[src/rtl/cs_measure_engine.sv]
// Compressed-sensing measurement engine: y[j] = sum_i phi[j][i]*x[i] with an
// LFSR-generated sensing matrix, one MAC per (sample, measurement) pair.
module cs_measure_engine #(
  parameter int          N       = 96,
  parameter int          M       = 16,
  parameter int          W_IN    = 4,
  parameter int          W_ACC   = 12,
  parameter int          BIPOLAR = 1,
  parameter logic [15:0] SEED    = 16'hACE1
) (
  input  logic               sys_clk,
  input  logic               sys_reset,
  input  logic               start,
  input  logic               in_valid,
  input  logic [W_IN-1:0]    in_data,
  output logic               in_ready,
  output logic [7:0]         sample_count,
  output logic               out_valid,
  output logic [W_ACC-1:0]   out_data,
  output logic [5:0]         out_index,
  input  logic               out_ready,
  output logic               busy,
  output logic               frame_done
);

  typedef enum logic [1:0] {IDLE, LOAD, MAC, DUMP} state_t;

  localparam int          JW      = (M > 1) ? $clog2(M) : 1;
  localparam logic [5:0]  LAST_J  = 6'(M - 1);
  localparam logic [7:0]  N_FINAL = 8'(N);

  state_t                   state, state_next;
  logic                     armed;
  logic [15:0]              lfsr, lfsr_next;
  logic [W_IN-1:0]          x;
  logic [5:0]               j, k;
  logic [7:0]               count;
  logic                     done;
  logic signed [W_ACC-1:0]  acc [M];
  logic signed [W_ACC-1:0]  x_ext, addend;
  logic                     start_ok, dump_xfer, dump_last;

  // start on the first edge after reset release is dropped via armed
  assign start_ok  = start && armed;
  assign dump_xfer = (state == DUMP) && out_ready;
  assign dump_last = dump_xfer && (k == LAST_J);
  assign lfsr_next = {1'b0, lfsr[15:1]} ^ (lfsr[0] ? 16'hB400 : 16'h0000);

  always_comb begin
    x_ext = '0;
    x_ext[W_IN-1:0] = x;
    if (BIPOLAR != 0) addend = lfsr[0] ? x_ext : -x_ext;
    else              addend = lfsr[0] ? x_ext : '0;
  end

  always_ff @(posedge sys_clk or negedge sys_reset) begin
    if (!sys_reset) state <= IDLE;
    else            state <= state_next;
  end

  always_comb begin
    state_next = state;
    unique case (state)
      IDLE: if (start_ok) state_next = LOAD;
      LOAD: if (in_valid) state_next = MAC;
      MAC:  if (j == LAST_J) state_next = (count + 8'd1 == N_FINAL) ? DUMP : LOAD;
      DUMP: if (dump_last) state_next = IDLE;
      default: state_next = IDLE;
    endcase
  end

  always_ff @(posedge sys_clk or negedge sys_reset) begin
    if (!sys_reset) begin
      armed <= 1'b0;
      lfsr  <= SEED;
      x     <= '0;
      j     <= '0;
      k     <= '0;
      count <= '0;
      done  <= 1'b0;
      for (int unsigned i = 0; i < M; i++) acc[i] <= '0;
    end else begin
      armed <= 1'b1;
      done  <= dump_last;
      unique case (state)
        IDLE: if (start_ok) begin
          lfsr  <= SEED;
          count <= '0;
          for (int unsigned i = 0; i < M; i++) acc[i] <= '0;
        end
        LOAD: if (in_valid) begin
          x <= in_data;
          j <= '0;
        end
        MAC: begin
          acc[j[JW-1:0]] <= acc[j[JW-1:0]] + addend;
          lfsr <= lfsr_next;
          j    <= j + 6'd1;
          if (j == LAST_J) begin
            count <= count + 8'd1;
            k     <= '0;
          end
        end
        DUMP: if (dump_xfer) k <= k + 6'd1;
        default: ;
      endcase
    end
  end

  always_comb begin
    in_ready     = (state == LOAD);
    busy         = (state != IDLE);
    out_valid    = (state == DUMP);
    out_data     = out_valid ? acc[k[JW-1:0]] : '0;
    out_index    = out_valid ? k : '0;
    sample_count = count;
    frame_done   = done;
  end

endmodule

[config.mk]
export PLATFORM = sky130hd
export DESIGN_NAME = cs_measure_engine
export DESIGN_NICKNAME = d
export VERILOG_FILES = /design/src/rtl/cs_measure_engine.sv
export SDC_FILE = /design/constraint.sdc
export NUM_CORES = 1
export LEC_CHECK = 0
export ABC_AREA = 1
export BUFFER_PORTS_ARGS = -buffer_cell sky130_fd_sc_hd__buf_4
export CORE_MARGIN = 2
export CORE_UTILIZATION = 40
export CTS_CLUSTER_SIZE = 10
export DETAILED_ROUTE_END_ITERATION = 6
export GPL_TIMING_DRIVEN = 0
export PLACE_DENSITY = 0.58
export SYNTH_ARGS = -nofsm -noshare
export SYNTH_HDL_FRONTEND = slang
export SYNTH_SLANG_ARGS = --single-unit
[constraint.sdc]
create_clock -name sys_clk -period 7.15 [get_ports sys_clk]
set_input_delay 0.715 -clock sys_clk [delete_from_list [all_inputs] [get_ports sys_clk]]
set_output_delay 0.715 -clock sys_clk [all_outputs]
set_load 0.005 [all_outputs]
Word-level counts from Yosys, hierarchy flattened:

Index checks and enable logic that the tools add are counted.
W data, S select, Z words.

* muxes and demuxes: 31
* bitwise logic cells: 3
* $lt $le $gt $ge: 3
* equality and inequality tests: 11
* $add $sub $neg: 5
* reductions and logical operators: 15

Operators by type and width (number)
* $pmux W192 S2: 1
* $bwmux W192: 1
* $mux W192: 1
* $bmux W12 S4: 2
* $mux W12: 7
* $demux W12 S4: 1
* $mux W16: 2
* $pmux W16 S2: 1
* $mux W6: 4
* $pmux W6 S2: 2
* $mux W8: 2
* $pmux W8 S2: 1
* $xor A15 B16 Y16: 1
* $add A12 B12 Y12: 1
* $add A6 B1 Y6 const B: 2
* $eq A6 B4 Y1 const B: 2
* $neg A4 Y12: 1
* $ge A5 B5 Y1 const B: 2
* $mux W2: 5
* $not A4 Y5: 2
* $add A8 B1 Y8 const B: 1
* $eq A8 B7 Y1 const B: 1
* $pmux W2 S4: 1
* $reduce_bool A2 Y1: 4
* 10 further kinds: 20

* register bits after elaboration: 236
* input bits: 9

Longest topological paths before layout:

* depth in word-level cells: 7
* gate-level depth with buffers: 21
* depth with buffers taken out: 17

Least setup slack after synthesis:

Ideal clock, no wire load.

* kind: register -> register
* start: register j[0]
* end: register acc[128] (netlist bit)
* buffers on the path: 4
* slack: 3853 ps
* arrival: 3170 ps
* stages on the path, launching flop included: 17
* required time: 7023 ps
* cell sequence: dfrtp_1 -> buf_4 -> buf_6 -> buf_4 -> o21ai_1 -> a21oi_1 -> or2_0 -> or3_1 -> ha_1 -> fa_1 -> nand3_1 -> nand2_1 -> a21boi_2 -> o21ai_2 -> xor2_1 -> buf_4 -> o21ai_0

* cells in the longest elaborated chain, start to end: 7
* elaborated cells on any way between the ends: 12

Ends and longest elaborated chain
* start, declared: RTL line 36 `logic [5:0] j, k;`
* start signal, assigned: RTL line 98 `j <= j + 6'd1;`
* $not A4 Y5 (not written as such) *: RTL line 96 `acc[j[JW-1:0]] <= acc[j[JW-1:0]] + addend;`
* $bmux W12 S4 (tied with other cells): RTL line 96
* $mux W12 (not written as such) / $logic_and A1 B1 Y1 (equally long branches): RTL line 96
* $mux W12 (not written as such): RTL line 96
* $add A12 B12 Y12 / $demux W12 S4 (equally long branches): RTL line 96
* $bwmux W192 *: RTL line 96
* $pmux W192 S2 *: RTL line 85 `unique case (state)`
* end signal, assigned by index: RTL line 96
* end, declared: RTL line 39 `logic signed [W_ACC-1:0] acc [M];`

Every way passes the cells marked *; elsewhere a longest branch is shown, timed or not. The select of a mux whose other input is x is not followed.
A chain may end at the register's enable or synchronous reset.

Worst setup path after layout:

* start: register j[0]
* end: register acc[162] (netlist bit)

Same word-level chain as after synthesis.

==> run_results.csv <==
group,metric,value,unit
cells_and_area,nNetsFinal,1837,
job,maxCapViolations,0,
logic_synthesis,synth_fp_nets,1767,
critical_path,cp-start-kind,"flop",
detailed_routing,via_count,13200,
logic_synthesis,synth_cell_types,43,
grt,grt-ovfl-total,0,
clocking,cts_setup_buffers,0,
critical_path,required,7570,ps
status,status,"finished clean",
logic_synthesis,ys_top_cells_by_count,"312 x nand2_1, 246 x o21ai_0, 228 x dfrtp_1, 208 x a21oi_1, 148 x inv_1",
floorplan,dieArea,34700,um^2
logic_synthesis,netlist_area,13300,um^2
logic_synthesis,ys_warn_count,0,
timing,clock.fmax,0.206,GHz
detailed_routing,drt_iter0_markers,1509,
logic_synthesis,synth_flop_cell,"dfrtp_1",
detailed_routing,final_antenna_net_count,0,
logic_synthesis,async_reset_ff_frac,1.00,
clocking,cts_tree,"built",
grt,grt_pass1_vias,12300,
clocking,cts.sinks,236,
logic_synthesis,synth.largest_area_cell,"dfrtp_1",
cells_and_area,antennaDiodeCount,0,
clocking,clk_pin_slew,60,ps
detailed_routing,avgRoutedWirePerCell,22.6,um
timing,tns,0,ps
timing,grt_setup_unrepaired,"false",
clocking,ctsLongestPathBuffers,3,
timing,slew_headroom,0.127,
floorplan,die_height,186,um
logic_synthesis,synth-seq-area-share,0.445,
timing,fin_skew,15.7,ps
cells_and_area,instances_no_fill,2263,
logic_synthesis,synth_seq_cells,236,
floorplan,core,32600,um^2
timing,drv_slew,0,
clocking,cts_root_buf,"clkbuf_16",
floorplan,initial_core_util,0.407,
critical_path,arrival,5280,ps
detailed_routing,wl,51100,um
placed_design,place_congestion,0.973,
min_path,hp-class,"input port to asynchronous set/reset pin",
placed_design,dpl.cell_count,2219,
floorplan,io-pin-count,39,
clocking,ctsResizeCount,0,
detailed_routing,firstDrtPassIters,6,
clocking,cts_buffers,28,
clocking,cts_hold_buf,0,
logic_synthesis,netlist_instances,1737,
logic_synthesis,avgSynthCellArea,7.65,um^2
timing,worstMarginPinSlew,1310,ps
critical_path,crit_path_end_kind,"flop",
timing,hold_violations,0,
placed_design,hpwl,37400,um
floorplan,die_w,186,um
detailed_routing,drcViolationCount,0,
logic_synthesis,netlist.area_leader.share,0.429,
grt,antenna_found_initial,0,
cells_and_area,drive_gt1_frac,0.116,
logic_synthesis,yosysMostFrequentCell,"nand2_1",
critical_path,critPathKind,"flop to flop",
logic_synthesis,synth_area_leaders,"dfrtp_1 43%, o21ai_0 9.3%, nand2_1 8.8%",
timing,period_share,0.680,
clocking,clk_latency,560,ps
floorplan,num_rows,66,
timing,finalSetupViolCount,0,
cells_and_area,syn_to_final_growth,13.0,%
grt,grt_max_degree,110,
critical_path,crit_fanout,10,
detailed_routing,viasPerCell,5.84,
logic_synthesis,synth-edff-count,0,
clocking,htreeDepth,1,
timing,period_minus_slack,4860,ps
placed_design,io_buffer_count,38,
grt,grt_pass1_wl,76600,um
grt,grtUsageTotal,0.298,
==> final timing paths <==
path                                           start              endpoint  slack, ps  cells after the start
worst max-delay path                j[0]$_DFFE_PN0P_  acc[162]$_DFFE_PN0P_       2290                     16
max in group asynchronous                  sys_reset   acc[25]$_DFFE_PN0P_       6130                      2
worst min register to register  acc[131]$_DFFE_PN0P_  acc[131]$_DFFE_PN0P_        480                      2
min in group sys_clk                      in_data[2]      x[2]$_DFFE_PN0P_        360                      3
worst max register to register      j[0]$_DFFE_PN0P_  acc[162]$_DFFE_PN0P_       2290                     16
worst min-delay path                       sys_reset  acc[177]$_DFFE_PN0P_         80                      1
==> cell usage in the layout (no fill, tap or decap), types with 2 or more instances in the layout <==
cell       instances
nand2_2            3
dfstp_2            8
a31oi_1           13
nand2_4            3
inv_2             35
or3_1              8
or2_0              8
o21ai_1           96
dfrtp_1          228
a21oi_1          208
ha_1              20
clkbuf_16         29
nor2_1            73
nand3_1           64
nand4_1            8
nor2_4             8
clkbuf_1          57
nor2_2             6
buf_2             41
o211ai_1          11
buf_6             10
inv_1            148
buf_4             51
nor3_1             7
clkbuf_8           5
a21o_1             2
buf_16             2
a22oi_1            2
o21ai_0          246
nand2_1          312
xnor2_1            4
buf_1              7
o21ai_2            2
o22ai_1           73
nand3_2            2
xor2_1            10
==> stage by stage <==
step / hold slack (ps) / setup WS (ps) / instance area, um^2 / utilization
floorplan: 419 / 3850 / 13300 / -
detailed placement: 466 / 2420 / 14200 / 0.435
finish: 77.1 / 2290 / 15000 / 0.460
global route: 96.9 / 2220 / 15000 / 0.460
global placement: 464 / 2460 / 14100 / 0.433
CTS: 83.8 / 2420 / 15000 / 0.460
==> sequential cells by signal, indices dropped and copies added, names as in the netlist, 2 cells and up <==
register and flops:
acc 192, state 2, x 4, j 6
k 6, sample_count 8, lfsr 16
==> layout make-up <==
| cell class | instances | area, um^2 |
|---|---|---|
| buffer | 119 | 626 |
| clock buffer | 44 | 832 |
| fill | 3339 | 17600 |
| inverter | 185 | 696 |
| multi-input combinational | 1197 | 6050 |
| sequential | 236 | 5920 |
| tap | 442 | 553 |
| timing repair buffer | 40 | 348 |
==> metal layers <==
| layer | GRT usage | routed length (um) | up-vias |
|---|---|---|---|
| met1 | 0.416 | 21800 | 6355 |
| met4 | 0.123 | 2430 | 0 |
| met2 | 0.468 | 22600 | 726 |
| met5 | 0 | 0 | - |
| met3 | 0.0405 | 4360 | 153 |
| li1 | - | - | 5988 |
==> worst max-delay path: stages (launching register included) <==
cell	delay, ps
dfrtp_1	460
inv_2	170
buf_4	230
buf_2	290
a21oi_1	100
o21ai_0	90
a21oi_1	100
or2_0	280
or3_1	380
ha_1	240
fa_1	480
nand3_1	90
nand2_1	100
a21boi_2	220
xor2_1	1000
buf_4	380
o22ai_1	100
==> logic make-up after synthesis <==
family | count (synthesis) | share of synthesized area
flip-flops | 236 | 0.445
AO/OA/AOI/OAI | 656 | 0.260
buffers and inverters | 304 | 0.0994
XOR/XNOR | 15 | 0.0105
AND/OR/NAND/NOR | 504 | 0.165
other | 1 | 0.000282
adder cells (fa/ha/maj) | 21 | 0.0203
Power is not shown: default switching activity piles up to over one toggle a cycle in this logic, so the estimate is an artifact.
